$ cat src/rtl/pipe_hazard_ctrl_pkg.sv
// Shared encodings for the pipeline hazard controller.
package pipe_hazard_ctrl_pkg;

    // ALU operand mux selects
    typedef enum logic [1:0] {
        FwdReg   = 2'b00,
        FwdExMem = 2'b01,
        FwdMemWb = 2'b10
    } fwd_sel_e;

    // Sequencing FSM states
    typedef enum logic {
        HzRun   = 1'b0,
        HzFlush = 1'b1
    } hz_state_e;

    // EX/MEM result is younger than MEM/WB, so it wins when both match.
    function automatic logic [1:0] fwd_pick(input logic exmem_hit, input logic memwb_hit);
        logic [1:0] sel;
        sel = FwdReg;
        if (exmem_hit) begin
            sel = FwdExMem;
        end else if (memwb_hit) begin
            sel = FwdMemWb;
        end
        return sel;
    endfunction

endpackage

$ cat src/rtl/pipe_hazard_ctrl_sat_counter.sv
// Saturating event counter with synchronous clear.
module pipe_hazard_ctrl_sat_counter #(
    parameter int unsigned W = 16
) (
    input  logic         clk,
    input  logic         rst,
    input  logic         inc,
    output logic [W-1:0] count
);

    localparam logic [W-1:0] One = W'(1);

    // Count up on inc, sticking at all-ones.
    always_ff @(posedge clk) begin
        if (rst) begin
            count <= '0;
        end else if (inc && (count != '1)) begin
            count <= count + One;
        end
    end

endmodule

$ cat src/rtl/pipe_hazard_ctrl.sv
// Branch redirect / flush, load-use stall and forwarding control around the EX stage.
module pipe_hazard_ctrl
    import pipe_hazard_ctrl_pkg::*;
#(
    parameter int unsigned ADDR_W       = 32,
    parameter int unsigned REG_IDX_W    = 5,
    parameter int unsigned FLUSH_CYCLES = 2,
    parameter int unsigned CNT_W        = 16
) (
    input  logic                 clk,
    input  logic                 rst,
    input  logic [REG_IDX_W-1:0] id_rs1,
    input  logic [REG_IDX_W-1:0] id_rs2,
    input  logic                 id_rs1_used,
    input  logic                 id_rs2_used,
    input  logic                 ex_valid,
    input  logic [REG_IDX_W-1:0] ex_rs1,
    input  logic [REG_IDX_W-1:0] ex_rs2,
    input  logic                 ex_is_load,
    input  logic [REG_IDX_W-1:0] ex_rd,
    input  logic                 ex_branch_true,
    input  logic [ADDR_W-1:0]    ex_new_addr,
    input  logic                 mem_wr,
    input  logic [REG_IDX_W-1:0] mem_rd,
    input  logic                 wb_wr,
    input  logic [REG_IDX_W-1:0] wb_rd,
    output logic                 stall_pc,
    output logic                 stall_ifid,
    output logic                 flush_ifid,
    output logic                 flush_idex,
    output logic                 redirect_valid,
    output logic [ADDR_W-1:0]    redirect_addr,
    output logic [1:0]           fwd_a_sel,
    output logic [1:0]           fwd_b_sel,
    output logic [CNT_W-1:0]     branch_cnt,
    output logic [CNT_W-1:0]     stall_cnt
);

    localparam logic [2:0] FcntInit = 3'(FLUSH_CYCLES - 1);

    hz_state_e  state_q;
    logic [2:0] fcnt_q;
    logic       in_run;
    logic       take;
    logic       hz_raw;
    logic       hz;

    // Branch outcome and load-use only matter while EX holds a live instruction.
    always_comb begin
        in_run = (state_q == HzRun);
        take   = in_run & ex_valid & ex_branch_true;
        hz_raw = ex_valid & ex_is_load & (ex_rd != '0) &
                 ((id_rs1_used & (id_rs1 == ex_rd)) | (id_rs2_used & (id_rs2 == ex_rd)));
        // A taken branch squashes the dependent ID instruction anyway.
        hz     = in_run & hz_raw & ~take;
    end

    // Stall/flush and forwarding selects.
    always_comb begin
        stall_pc   = hz;
        stall_ifid = hz;
        flush_ifid = ~in_run;
        flush_idex = ~in_run | hz;
        fwd_a_sel  = fwd_pick(mem_wr & (mem_rd != '0) & (mem_rd == ex_rs1),
                              wb_wr & (wb_rd != '0) & (wb_rd == ex_rs1));
        fwd_b_sel  = fwd_pick(mem_wr & (mem_rd != '0) & (mem_rd == ex_rs2),
                              wb_wr & (wb_rd != '0) & (wb_rd == ex_rs2));
    end

    // Sequencing FSM with registered one-shot redirect.
    always_ff @(posedge clk) begin
        if (rst) begin
            state_q        <= HzRun;
            fcnt_q         <= '0;
            redirect_valid <= 1'b0;
            redirect_addr  <= '0;
        end else begin
            redirect_valid <= 1'b0;
            unique case (state_q)
                HzRun: begin
                    if (take) begin
                        state_q        <= HzFlush;
                        fcnt_q         <= FcntInit;
                        redirect_valid <= 1'b1;
                        redirect_addr  <= ex_new_addr;
                    end
                end
                HzFlush: begin
                    if (fcnt_q == 3'd0) begin
                        state_q <= HzRun;
                    end else begin
                        fcnt_q <= fcnt_q - 3'd1;
                    end
                end
            endcase
        end
    end

    pipe_hazard_ctrl_sat_counter #(
        .W (CNT_W)
    ) u_branch_cnt (
        .clk   (clk),
        .rst   (rst),
        .inc   (take),
        .count (branch_cnt)
    );

    pipe_hazard_ctrl_sat_counter #(
        .W (CNT_W)
    ) u_stall_cnt (
        .clk   (clk),
        .rst   (rst),
        .inc   (hz),
        .count (stall_cnt)
    );

endmodule
$ cat config.mk
export PLATFORM = sky130hd
export DESIGN_NAME = pipe_hazard_ctrl
export DESIGN_NICKNAME = d
export VERILOG_FILES = /design/src/rtl/pipe_hazard_ctrl_pkg.sv /design/src/rtl/pipe_hazard_ctrl_sat_counter.sv /design/src/rtl/pipe_hazard_ctrl.sv
export SDC_FILE = /design/constraint.sdc
export NUM_CORES = 1
export LEC_CHECK = 0
export CAP_MARGIN = 10
export CORE_MARGIN = 4
export CORE_UTILIZATION = 42
export DETAILED_ROUTE_END_ITERATION = 6
export HOLD_SLACK_MARGIN = 0.12
export PLACE_DENSITY = 0.78
export SLEW_MARGIN = 20
export SYNTH_ARGS = -nofsm -noshare
export SYNTH_HDL_FRONTEND = slang
export SYNTH_SLANG_ARGS = --single-unit
$ cat constraint.sdc
create_clock -name clk -period 2.2 [get_ports clk]
set_input_delay 0.44 -clock clk [delete_from_list [all_inputs] [get_ports clk]]
set_output_delay 0.44 -clock clk [all_outputs]
set_load 0.02 [all_outputs]
# ---- After elaboration in Yosys (flattened, before gate mapping)
# Index checks and enable logic that the tools add are counted.
dict set report totals {
  regBits 69
  latchBits 0
  ramBits 0
  rom_bits 0
  input_bits 76
  n_memories 0
}
dict set report classes {
  n_addsub 3
  mul 0
  div_mod_pow 0
  n_lt_le_gt_ge 0
  n_eq_ne 10
  shifts 0
  muxes 10
  bitwise_logic 19
  reduce_logical 9
}
# op count
set ops {}
lappend ops {{16-bit by 1-bit adder with 16-bit output, second input constant} 2}
lappend ops {{16-bit inequality test, second input constant} 2}
lappend ops {{5-bit equality test} 6}
lappend ops {{1-bit bitwise AND} 15}
lappend ops {{5-bit nonzero test} 3}
lappend ops {{2-bit two-way mux} 4}
lappend ops {{3-bit two-way mux} 2}
lappend ops {{3-bit case mux with 2 select lines} 1}
lappend ops {{2-bit AND reduction} 2}
lappend ops {{3-bit logical NOT} 1}
lappend ops {{3-bit by 1-bit subtractor with 3-bit output, second input constant} 1}
lappend ops {{1-bit logical AND} 2}
lappend ops {{1-bit two-way mux} 2}
lappend ops {{2-bit by 1-bit inequality test with 1-bit output, second input constant} 1}
lappend ops {{2-bit inequality test, second input constant} 1}
lappend ops {{1-bit NOT} 2}
lappend ops {{1-bit OR} 2}
lappend ops {{1-bit case mux with 2 select lines} 1}
lappend ops {{2-bit OR reduction} 1}

# ---- Depth between registers and ports, before layout
# Gate-level depths: netlist of run 1.
dict set report logic_depth {
  word_depth 7
  ltp_mapped 7
  mapped_depth_nobuf 7
}

# ---- Hierarchy
# From an unflattened synthesis of run 1, not the netlist that was laid out.
dict set report unflattened {
  hier_cells 414
  area_unflattened_um2 3409.5
}
# mod instances cells_each area_each_um2 seq_area_each_um2
set modules_own_cells {}
lappend modules_own_cells {pipe_hazard_ctrl 1 216 1712.9 740.7}
lappend modules_own_cells {pipe_hazard_ctrl_sat_counter 2 99 848.3 320.3}

# ---- Worst setup path before layout of run 1
# OpenSTA, ideal clock, no wires.
dict set report synth_timing {
  path_type {input to output}
  from {input mem_rd[1]}
  to {output fwd_a_sel[1]}
  arrival_ns 2.001
  required_time_ns 1.760
  slack_ns -0.241
  path_stages 4
  n_path_buf 0
  cell_sequence {or4_1 -> o21ai_1 -> nor4_1 -> nor4_1}
}
dict set report synth_via {
  elab_chain_cells 4
  word_cells_on_any_way 5
  cone_classes {eq/ne: 1; mux: 1; bitwise: 2; reduce/logical: 1}
}
# element line
set synth_rtl {}
lappend synth_rtl {{start: declaration} pipe_hazard_ctrl.sv:24} ;# input logic [REG_IDX_W-1:0] mem_rd,
lappend synth_rtl {{5-bit nonzero test} pipe_hazard_ctrl.sv:64} ;# fwd_a_sel = fwd_pick(mem_wr & (mem_rd != '0) & (mem_rd == ex_rs1),
lappend synth_rtl {{1-bit bitwise AND} pipe_hazard_ctrl.sv:64}
lappend synth_rtl {{1-bit bitwise AND *} pipe_hazard_ctrl.sv:64}
lappend synth_rtl {{2-bit two-way mux *} pipe_hazard_ctrl_pkg.sv:21} ;# if (exmem_hit) begin
lappend synth_rtl {{end: declaration} pipe_hazard_ctrl.sv:33} ;# output logic [1:0] fwd_a_sel,
# Every way passes the cells marked *; elsewhere a longest branch is shown, timed or not.

# ---- Final worst setup path of run 1
dict set report layout_timing {
  from {input mem_rd[2]}
  to {output fwd_a_sel[1]}
}
# Same word-level chain as after synthesis.

==> flow_metrics.tcl, run 1 <==
set metrics [dict create \
    clk_pin_slew_worst_paths_ns 0.07 \
    drt_iter0_markers 130 \
    dr.pass1.iters 4 \
    netlist_area_mm2 0.00334 \
    vias_per_cell 5.14 \
    synth_xor_area_share_pct 11.0 \
    grt.overflow.total 0 \
    wl_met2_um 5320 \
    grt_pass1_wl_um 17000 \
    first_global_vias 3669 \
    synthFlopType "dfxtp_1" \
    setup_violations 0 \
    cts_tree "yes" \
    synth-simple-area-share_pct 28.5 \
    period_minus_slack_ns 2.20 \
    initial_core_util_pct 43.2 \
    cts_buffers 9 \
    period_share_pct 100 \
    wire_per_inst_um 14.7 \
    clock_latency_ns 0.34 \
    die_h_um 97.1 \
    fp-row-count 32 \
    ant_nets 0 \
    antenna_found_initial 0 \
    dp_hpwl_um 7780 \
    gp_congestion 0.876 \
    maxSlewViolCount 0 \
    wl_met3_um 869 \
    worstPathRequired_ns 1.76 \
    synth-compound-area-share_pct 12.8 \
    avgSynthCellArea_um2 8.02 \
    dp_slack_ns -0.837 \
    synthArstFlopShare_pct 0 \
    grt_setup_unrepaired "yes" \
    min_path_type "reg2reg" \
    syn-num-nets 496 \
    seq_area_frac_synth_pct 41.4 \
    layout.nets 677 \
    path_max_fanout 2 \
    fp.dieW_um 97.1 \
    power.density_mw_per_mm2 535 \
    synth_edf_count 0 \
    end_kind "output pin" \
    yosysWarnings 0 \
    syn_to_final_growth_pct 65.5 \
    clk_path_buf_depth 2 \
    drv_cap 0 \
    grt_max_degree 33 \
    irDropWorstVdd_mv 0.416 \
    wl_met1_um 4000 \
    drc 0 \
    muxShareOfSynthArea_pct 1.01 \
    synthCells 416 \
    slew_headroom_pct 67.2 \
    highest-signal-layer "met4" \
    track_usage_pct 21.6 \
    critPathLaunchType "primary input" \
    port-buffer-count 148 \
    clockRootBuffer "clkbuf_8" \
    post_synth_fa_ha_maj_area_fraction_pct 1.50 \
    core_area_mm2 0.00773 \
    vias 3620 \
    fillers 604 \
    ys_ff_latch 69 \
    outcome "finished clean" \
    path_class "in2out" \
    n_antenna_cell 0 \
    die-area_mm2 0.00944 \
    ios 149 \
    max_freq_mhz 455 \
    worst_slew_pin_slew_ns 0.486 \
    timing.hold.ws_ns 0.454 \
    hold_viol_final 0 \
    cts.sinks 69 \
    hold_buffers 0 \
    arrival_ns 1.76 \
    leakage_nw 2.02 \
    fin_skew_ns 0.00669 \
    final_common_cell "clkdlybuf4s50_1" \
    htree_levels 3 \
    ys_types 45 \
    drive_gt1_share_pct 17.8 \
    setup_slack_ns 0.000813 \
    synth_top_family_by_area "simple AND/OR/NAND/NOR gates" \
    mostFrequentLayoutCells "107 x clkdlybuf4s50_1, 76 x nand2_1, 69 x dfxtp_1" \
    routed_wl_um 10300 \
]
critical path, cell delays in order:
cell,delay (ns)
clkdlybuf4s15_2,0.20
or4_4,0.43
o21ai_4,0.18
nor4_4,0.07
nor4_4,0.26
buf_4,0.18
metal layers:
| layer | track usage [%] | vias up |
|---|---|---|
| met5 | 0 | - |
| met3 | 7.90 | 15 |
| li1 | - | 1814 |
| met4 | 5.29 | 0 |
| met1 | 24.3 | 1667 |
| met2 | 38.6 | 124 |
registers in the layout (all words and copies together) (netlist names):
signal              flops
fcnt_q                  3
flush_ifid              1
redirect_addr          32
redirect_valid          1
u_branch_cnt.count     16
u_stall_cnt.count      16
per-stage QoR:
| step | instances | power, mW | area [µm²] | setup TNS, ns | util [%] |
|---|---|---|---|---|---|
| after floorplan | 416 | 1.52 | 3350 | -0.0367 | - |
| after global placement | 685 | 1.81 | 5170 | -9.47 | 66.9 |
| after detailed placement | 685 | 1.81 | 5170 | -9.99 | 66.9 |
| after CTS | 703 | 2.96 | 5430 | -0.0853 | 70.2 |
| after global routing | 704 | 3.09 | 5520 | -0.155 | 71.5 |
| final | 704 | 2.96 | 5520 | 0 | 71.5 |
kinds of logic (layout without fill, tap and decap cells):
logic type      Yosys count  in the layout
simple gates            191            191
xor+xnor                 42             42
buf+inv                  29            215
flops                    69             69
compound gates           78             78
fa+ha+maj                 4              4
mux                       3              3
synth_stat cells, drive strengths merged (2+ instances only):
cell / count / area [µm²]
nand2: 76 / 285
dfxtp: 69 / 1380
a21oi: 50 / 250
nor2: 31 / 116
xor2: 24 / 210
nand3: 20 / 105
xnor2: 18 / 158
clkbuf: 14 / 52.6
o21ai: 13 / 65.1
or4: 11 / 82.6
nor4: 10 / 68.8
buf: 9 / 50.1
nand4: 8 / 50.1
or3: 8 / 50.1
nor3: 7 / 35.0
inv: 6 / 22.5
a31oi: 4 / 25.0
ha: 4 / 50.1
o31ai: 4 / 30.0
and3: 3 / 18.8
mux2: 3 / 33.8
nor2b: 3 / 18.8
nor4b: 3 / 32.5
and4: 2 / 17.5
o21a: 2 / 15.0
or2: 2 / 12.5
power by group:
part | switching, mW | total (mW) | leakage [nW] | internal (mW)
registers | 0.0193 | 1.30 | 0.560 | 1.28
clock network | 0.477 | 1.15 | 0.106 | 0.671
logic | 0.236 | 0.508 | 1.36 | 0.272
total | 0.732 | 2.96 | 2.02 | 2.23
final timing paths:
check | start | slack (ns) | end | depth (start not counted)
setup / recovery | mem_rd[2] | 0.0008 | fwd_a_sel[1] | 6
hold / removal | redirect_addr[22] | 0.45 | redirect_addr[22] | 2
setup reg to reg | u_stall_cnt.count[0] | 0.24 | u_stall_cnt.count[0] | 7
hold reg to reg | redirect_addr[22] | 0.45 | redirect_addr[22] | 2
repair_timing:
item                                    4_1_cts  5_1_grt
pin swaps                                    21       14
endpoints found under the setup margin       14       14
resized for setup                           117       36
endpoints found under the hold margin         0        0
setup buffers                                 2        1
final cells by class:
| class | count | area, µm² | share of cell area (%) |
|---|---|---|---|
| clock buffer | 11 | 141 | 2.56 |
| clock inverter | 5 | 83.8 | 1.52 |
| inverter | 6 | 22.5 | 0.408 |
| multi-input combinational | 318 | 1980 | 35.8 |
| sequential | 69 | 1380 | 25.0 |
| tap | 102 | 128 | 2.31 |
| timing repair buffer | 193 | 1790 | 32.4 |
No activity file was read; power rests on OpenSTA's default activity.
==> run 2: changes to the inputs <==
--- a/config.mk
+++ b/config.mk
@@ -7,10 +7,10 @@
 export LEC_CHECK = 0
 export CAP_MARGIN = 10
 export CORE_MARGIN = 4
-export CORE_UTILIZATION = 42
+export CORE_UTILIZATION = 45
 export DETAILED_ROUTE_END_ITERATION = 6
 export HOLD_SLACK_MARGIN = 0.12
-export PLACE_DENSITY = 0.78
+export PLACE_DENSITY = 0.82
 export SLEW_MARGIN = 20
 export SYNTH_ARGS = -nofsm -noshare
 export SYNTH_HDL_FRONTEND = slang
==> constraint.sdc (replaced) <==
create_clock -name clk -period 2.63 [get_ports clk]
set_input_delay 0.526 -clock clk [delete_from_list [all_inputs] [get_ports clk]]
set_output_delay 0.526 -clock clk [all_outputs]
set_load 0.02 [all_outputs]
==> run 2 against run 1 <==
- the run now ends with setup timing left
- power is 18% lower
- flip-flop and latch count did not move
- clock power shrank 19%
- largest power group unchanged
==> flow_metrics.tcl, run 2 (synthesis results as in run 1) <==
set metrics [dict create \
    outcome "finished, violations left" \
    violations "setup timing" \
    slowest_stage "or4_4" \
    dpl_cell_area_mm2 0.00508 \
    drv_cap 0 \
    critical_path_buf_inv_count 2 \
    worst_slew_pin_slew_ns 0.456 \
    power.density_mw_per_mm2 454 \
    cts.sinks 69 \
    setup_slack_ns -0.00313 \
    grt.overflow.total 0 \
    cp_cell_sequence "clkdlybuf4s50_1 > xor2_1 > or4_4 > nor4_4 > buf_4" \
    initial_core_util_pct 46.3 \
    largest_register_ffs 32 \
    utilization_pct 74.0 \
    fp-row-count 31 \
    path_max_fanout 2 \
    cts_buffers 9 \
    post_cts_buffers 0 \
    design_area_mm2 0.00534 \
    n_antenna_cell 0 \
    slowest_delay_ns 0.49 \
    setup_violations 1 \
    p_clk_share_pct 38.5 \
    critPathTopFamily "simple AND/OR/NAND/NOR gates" \
    clk_pin_slew_worst_paths_ns 0.07 \
    mostFrequentLayoutCells "124 x clkdlybuf4s50_1, 76 x nand2_1, 69 x dfxtp_1" \
    grt_setup_unrepaired "yes" \
    period_share_pct 100 \
    maxSlewViolCount 0 \
    dp_slack_ns -0.602 \
    final_common_cell "clkdlybuf4s50_1" \
    min_path_type "reg2reg" \
    dp_hpwl_um 7450 \
    core_area_mm2 0.00721 \
    arrival_ns 2.11 \
    leakage_nw 1.92 \
    ios 149 \
    fp.dieW_um 94.1 \
    layout.nets 663 \
    syn_to_final_growth_pct 59.9 \
    p_int_mw 1.82 \
    clk_path_buf_depth 2 \
    p_sw_share_pct 25.0 \
    max_freq_mhz 380 \
    ant_nets 0 \
    worstPathRequired_ns 2.10 \
    reg_top3 "redirect_addr: 32 flops, u_branch_cnt.count: 16 flops, u_stall_cnt.count: 16 flops" \
    die-area_mm2 0.00886 \
    vias 3525 \
    routed_wl_um 9780 \
    wire_per_inst_um 14.3 \
    grt_pass1_wl_um 16000 \
    irDropWorstVdd_mv 0.369 \
    seq_area_mm2 0.00138 \
    dp.cells 671 \
    path_class "in2out" \
    gp_congestion 0.884 \
    port-buffer-count 148 \
    hold_viol_final 0 \
    combPwrFrac_pct 16.6 \
    grt_max_degree 50 \
    clock_latency_ns 0.33 \
    critPathLaunchType "primary input" \
    clockRootBuffer "clkbuf_8" \
    antenna_found_initial 0 \
    top_register "redirect_addr" \
    switching_power_uw 605 \
    drc 0 \
    track_usage_pct 22.4 \
    fillers 564 \
    period_minus_slack_ns 2.63 \
    drive_gt1_share_pct 11.1 \
    first_global_vias 3490 \
    htree_levels 3 \
    hold_buffers 0 \
    dr.pass1.iters 4 \
    finalNonFillerCells 686 \
    slew_headroom_pct 69.3 \
    drt_iter0_markers 104 \
    end_kind "output pin" \
    multi_input_area_mm2 0.00190 \
    cts_tree "yes" \
    fin_skew_ns 0.00596 \
    vias_per_cell 5.14 \
    die_h_um 94.1 \
    seqPwrFrac_pct 45.0 \
]
## run 2: changes by cell type in the layout (fill, tap and decap cells not counted), sizes merged
cell,change
buf,-24
clkdlybuf4s50,+17
clkbuf,-7
clkdlybuf4s15,-5
dlymetal6s2s,+3
clkinv,+1
## run 2: metrics by stage
step / setup TNS, ns / hold WS, ns / total power, mW
5_1_grt: -0.119 / 0.476 / 2.53
3_5_place_dp: -3.62 / 0.446 / 1.51
2_1_floorplan: 0 / 0.464 / 1.27
6_report: -0.00313 / 0.455 / 2.42
4_1_cts: -0.128 / 0.457 / 2.44
3_3_place_gp: -2.96 / 0.440 / 1.50
## run 2: path summary, 6_finish.rpt
path | start | endpoint | slack (ns) | cells past startpoint
worst min register to register | redirect_addr[29] | redirect_addr[29] | 0.46 | 2
worst max-delay path | ex_rs2[0] | fwd_b_sel[1] | -0.003 | 5
worst max register to register | u_stall_cnt.count[0] | u_stall_cnt.count[13] | 0.55 | 6
worst min-delay path | redirect_addr[29] | redirect_addr[29] | 0.46 | 2
## run 2: power by group through the flow
stage	Combinational, mW	Clock (mW)	Sequential (mW)
floorplan	0.124	0	1.14
global placement	0.389	0	1.11
detailed placement	0.396	0	1.11
CTS	0.394	0.957	1.09
global route	0.436	0.999	1.09
finish	0.402	0.931	1.09
## run 2: timing repair
action	4_1_cts	5_1_grt
endpoints found under the setup margin	7	7
hold endpoints to repair	0	0
gates resized for setup	36	23
pin swaps	5	4
## run 2: area by class of cell
cell class | instances | share of cell area [%]
clock buffers | 9 | 2.32
clock inverters | 6 | 1.66
inverters | 6 | 0.422
multi-input cells | 318 | 35.6
flip-flops and latches | 69 | 25.9
well taps | 99 | 2.32
repair buffers | 179 | 31.7
## run 2: worst reg2reg max path: cells and delay by family, from the launching register on
kind	cells	cell delay (ns)
adder cells (fa/ha/maj)	1	0.24
flip-flops	1	0.42
multiplexers	1	0.31
AND/OR/NAND/NOR	4	0.99
## run 2: routing by layer
layer / share of wire [%] / up-vias / GRT usage [%]
met4: 1.6 / 0 / 7.82
li1: - / 1782 / -
met5: 0 / - / 0
met2: 51 / 97 / 38.5
met3: 6.7 / 13 / 6.81
met1: 41 / 1633 / 26.4
==> run 3: changes to the inputs <==
--- a/config.mk
+++ b/config.mk
@@ -5,13 +5,12 @@
 export SDC_FILE = /design/constraint.sdc
 export NUM_CORES = 1
 export LEC_CHECK = 0
-export CAP_MARGIN = 10
+export CAP_MARGIN = 15
 export CORE_MARGIN = 4
 export CORE_UTILIZATION = 45
 export DETAILED_ROUTE_END_ITERATION = 6
 export HOLD_SLACK_MARGIN = 0.12
-export PLACE_DENSITY = 0.82
-export SLEW_MARGIN = 20
+export PLACE_DENSITY = 0.87
 export SYNTH_ARGS = -nofsm -noshare
 export SYNTH_HDL_FRONTEND = slang
 export SYNTH_SLANG_ARGS = --single-unit
==> run 3 against run 2 <==
- the run now ends clean
- register-to-register slack barely moved
- final cell count rose by 0.29%
- wire length rose by 1.9%
==> flow_metrics.tcl, run 3 (synthesis results as in run 1) <==
set metrics [dict create \
    grt.overflow.total 0 \
    mostFrequentLayoutCells "121 x clkdlybuf4s50_1, 76 x nand2_1, 69 x dfxtp_1" \
    dp_hpwl_um 7580 \
    port-buffer-count 148 \
    fillers 580 \
    critPathLaunch "mem_rd[4]" \
    track_usage_pct 22.8 \
    fp-row-count 31 \
    n_antenna_cell 0 \
    cts_tree "yes" \
    irDropWorstVdd_mv 0.510 \
    hold_buffers 0 \
    period_minus_slack_ns 2.57 \
    clockRootBuffer "clkbuf_8" \
    wire_per_inst_um 14.5 \
    clk_pin_slew_worst_paths_ns 0.08 \
    drv_cap 0 \
    die-area_mm2 0.00886 \
    first_global_vias 3558 \
    htree_levels 3 \
    reg_top3 "redirect_addr: 32 flops, u_branch_cnt.count: 16 flops, u_stall_cnt.count: 16 flops" \
    path_class "in2out" \
    dr.pass1.iters 4 \
    finalNonFillerCells 688 \
    slew_headroom_pct 60.2 \
    r2r-end "u_stall_cnt.count[13]" \
    vias_per_cell 5.24 \
    initial_core_util_pct 46.3 \
    dp.cells 670 \
    routed_wl_um 9960 \
    whs_path_depth 2 \
    seqPwrFrac_pct 46.9 \
    layout.nets 664 \
    r2r_cells 6 \
    grt_setup_unrepaired "no" \
    cts.sinks 69 \
    outcome "finished clean" \
    syn_to_final_growth_pct 59.4 \
    period_share_pct 97.9 \
    combPwrFrac_pct 17.3 \
    drive_gt1_share_pct 11.4 \
    top_register "redirect_addr" \
    power.density_mw_per_mm2 437 \
    vias 3607 \
    critPathLaunchType "primary input" \
    grt_pass1_wl_um 16400 \
    hold_viol_final 0 \
    max_freq_mhz 388 \
    dpl_cell_area_mm2 0.00507 \
    core_area_mm2 0.00721 \
    gp_congestion 0.866 \
    grt_max_degree 42 \
    min-delay-start "redirect_addr[25]" \
    clock_latency_ns 0.32 \
    ios 149 \
    utilization_pct 73.7 \
    p_clk_share_pct 35.9 \
    setup_violations 0 \
    p_int_mw 1.73 \
    fp.dieW_um 94.1 \
    r2r_slack_ns 0.55 \
    antenna_found_initial 0 \
    worstPathRequired_ns 2.10 \
    p_sw_share_pct 25.8 \
    die_h_um 94.1 \
    design_area_mm2 0.00532 \
    worst_slew_pin_slew_ns 0.597 \
    arrival_ns 2.05 \
    fin_skew_ns 0.00723 \
    drt_iter0_markers 131 \
    maxSlewViolCount 0 \
    end_kind "output pin" \
    largest_register_ffs 32 \
    reg2reg_from "u_stall_cnt.count[0]" \
    drc 0 \
    cts_buffers 9 \
    hold_end "redirect_addr[25]" \
    path_max_fanout 2 \
    switching_power_uw 600 \
    leakage_nw 1.92 \
    final_common_cell "clkdlybuf4s50_1" \
    min_path_type "reg2reg" \
    ant_nets 0 \
    clk_path_buf_depth 2 \
]
run 3: how the worst max path moves through the flow:
| stage | end | slack (ns) | depth (start not counted) |
|---|---|---|---|
| finish | fwd_a_sel[1] | 0.06 | 6 |
| global placement | fwd_b_sel[1] | -0.52 | 6 |
| CTS | fwd_a_sel[1] | -0.005 | 6 |
| global route | fwd_b_sel[1] | 0.01 | 6 |
| floorplan | fwd_a_sel[1] | 0.02 | 4 |
| detailed placement | fwd_a_sel[1] | -0.68 | 6 |
run 3: worst max-delay path: stages:
cell and delay, ns:
clkdlybuf4s15_1 0.19, or4_4 0.55, o21ai_4 0.19, nor4_4 0.06, nor4_2 0.32, buf_4 0.20
run 3: layer usage:
| layer | part of all wire [%] | track usage (%) | vias to the layer above |
|---|---|---|---|
| li1 | - | - | 1777 |
| met1 | 39 | 26.7 | 1681 |
| met2 | 52 | 40.1 | 133 |
| met3 | 7.7 | 6.25 | 16 |
| met4 | 1.4 | 7.22 | 0 |
| met5 | 0 | 0 | - |
run 3: cell type report:
class / instances / area, µm² / share of cell area, %
well taps: 99 / 124 / 2.33
inverters: 6 / 22.5 / 0.423
clock buffers: 10 / 128 / 2.40
clock inverters: 6 / 63.8 / 1.20
repair buffers: 180 / 1700 / 32.0
multi-input cells: 318 / 1900 / 35.7
flip-flops and latches: 69 / 1380 / 26.0
run 3: power groups by stage:
stage | Clock, mW | Sequential (mW) | Combinational [mW]
after CTS | 0.853 | 1.09 | 0.397
final | 0.834 | 1.09 | 0.401
after global routing | 0.902 | 1.09 | 0.435
after detailed placement | 0 | 1.11 | 0.394
after global placement | 0 | 1.11 | 0.386
after floorplan | 0 | 1.14 | 0.124
run 3: timing repair:
item / 4_1_cts / 5_1_grt
pin swaps: 12 / 6
setup buffers: 1 / 1
resized for setup: 59 / 10
gates cloned: 0 / 0
endpoints found under the setup margin: 7 / 7
run 3: per-stage QoR:
step / setup TNS [ns] / worst slack [ns] / total power [mW] / hold slack, ns
after detailed placement: -3.62 / -0.676 / 1.51 / 0.446
final: 0 / 0.0557 / 2.33 / 0.456
after CTS: -0.00486 / -0.00486 / 2.34 / 0.457
after global routing: 0 / 0.00965 / 2.43 / 0.480
after floorplan: 0 / 0.0172 / 1.27 / 0.464
after global placement: -2.96 / -0.518 / 1.50 / 0.441
==> variant: new RTL, settings of run 2 <==
Register the output `branch_cnt`, with the module's reset; this adds one clock of latency there. The other outputs are not delayed to match.
--- a/src/rtl/pipe_hazard_ctrl.sv
+++ b/src/rtl/pipe_hazard_ctrl.sv
@@ -39,2 +39,4 @@
     localparam logic [2:0] FcntInit = 3'(FLUSH_CYCLES - 1);
+
+    logic [CNT_W-1:0] branch_cnt_d;
 
@@ -104,3 +106,3 @@
         .inc   (take),
-        .count (branch_cnt)
+        .count (branch_cnt_d)
     );
@@ -116,2 +118,10 @@
 
+    always_ff @(posedge clk) begin
+        if (rst) begin
+            branch_cnt <= '0;
+        end else begin
+            branch_cnt <= branch_cnt_d;
+        end
+    end
+
 endmodule
Formal check against the unedited RTL: not equivalent (a bounded check fails within 4 cycles, from zero or initial values and one cycle with rst high).
==> variant against run 2 <==
Wire length increased by 5.4%. Power increased by 8.4%. Final area increased by 8.4%. Area after synthesis increased by 15%. Sequential cell count increased by 16. Non-clock buffer count decreased by 2. Setup slack improved by 0.054 ns. Clock skew increased by 0.0076 ns. Largest power group unchanged.
==> variant: results (changes against run 2) <==
first-pass GRT wire length 16.8 mm (+5.0%); Leak 2.15 nW (+12%); crit-path max FO 3 (+1); Post-Place Setup Slack -0.646 ns (-0.0444 ns); xor/xnor cell area share of the yosys netlist 8.94% (-2.1 points); cell count after placement 695 (+3.6%); Synth top cells by count dfxtp_1, nand2_1, a21oi_1, xor2_1, nor2_1; Syn Area/Cell 8.71 µm² (+8.5%); share of cells above drive strength 1 12.6% (+1.6 points); Vias 3,671 (+4.1%); Max VDD drop 0.000301 V (-18%); RR Startpoint flush_ifid; hpwl dp 7.67 mm (+3.0%); initial antenna violation count 0 (unchanged); Post-DP Area 5520 µm² (+8.7%); postcts setup bufs 1 (+1); sw frac 26.3% (+1.3 points); P_clk 883 µW (-5.2%); Layout Skew 0.0136 ns (+0.00762 ns); Slew headroom 33.4% (-36 points); Critical Path AT 2.05 ns (-0.06 ns); mux share of post-synthesis cell area 2.45% (+1.4 points); adder-cell share of the synthesized area 1.31% (-0.19 points); R2R cell count 7 (+1); Final Setup Violations 0 (-1); NetSw 690 µW (+14%); sequential share of the synthesized area 44.5% (+3.1 points); syn_nets 519 (+4.6%); result of the run complete, no violations; compound-cell area share of the yosys netlist 11.6% (-1.2 points); top cells by area, synth dfxtp_1, nand2_1, xor2_1; placer congestion estimate 0.869 (-1.7%); pin count of the biggest net entering global routing 60 (+20%); nets@finish 684 (+3.2%); Vias/cell 5.14 (about the same); Combinational Power Share 15.6% (-1.0 points); final WL 10.3 mm (+5.4%); post-CTS sizing 49 (+36%); Hold Startpoint redirect_addr[2]
## variant: path summary, 6_finish.rpt
kind / endpoint / slack, ns
worst max-delay path: fwd_a_sel[0] / 0.05
worst min-delay path: redirect_addr[2] / 0.46
worst max register to register: u_stall_cnt.count[3] / 0.46
worst min register to register: redirect_addr[2] / 0.46
## variant: critical path: stages
cell             delay (ns)
clkdlybuf4s50_1        0.60
xnor2_1                0.15
nand3_1                0.13
nor4_4                 0.32
clkdlybuf4s15_2        0.32
## variant: area by class of cell
cell class | instances | area, µm² | area share, %
multi-input cells | 326 | 2060 | 35.6
inverters | 5 | 18.8 | 0.324
clock buffers | 11 | 151 | 2.62
repair buffers | 177 | 1680 | 29.1
flip-flops and latches | 85 | 1700 | 29.4
well taps | 105 | 131 | 2.27
clock inverters | 5 | 42.5 | 0.735
## variant: routing by layer
layer	part of all wire [%]	track usage, %	routed length, µm
met1	40	23.7	4100
met2	51	35.6	5290
met3	7.9	6.88	815
met4	0.87	6.22	90
met5	0	0	0
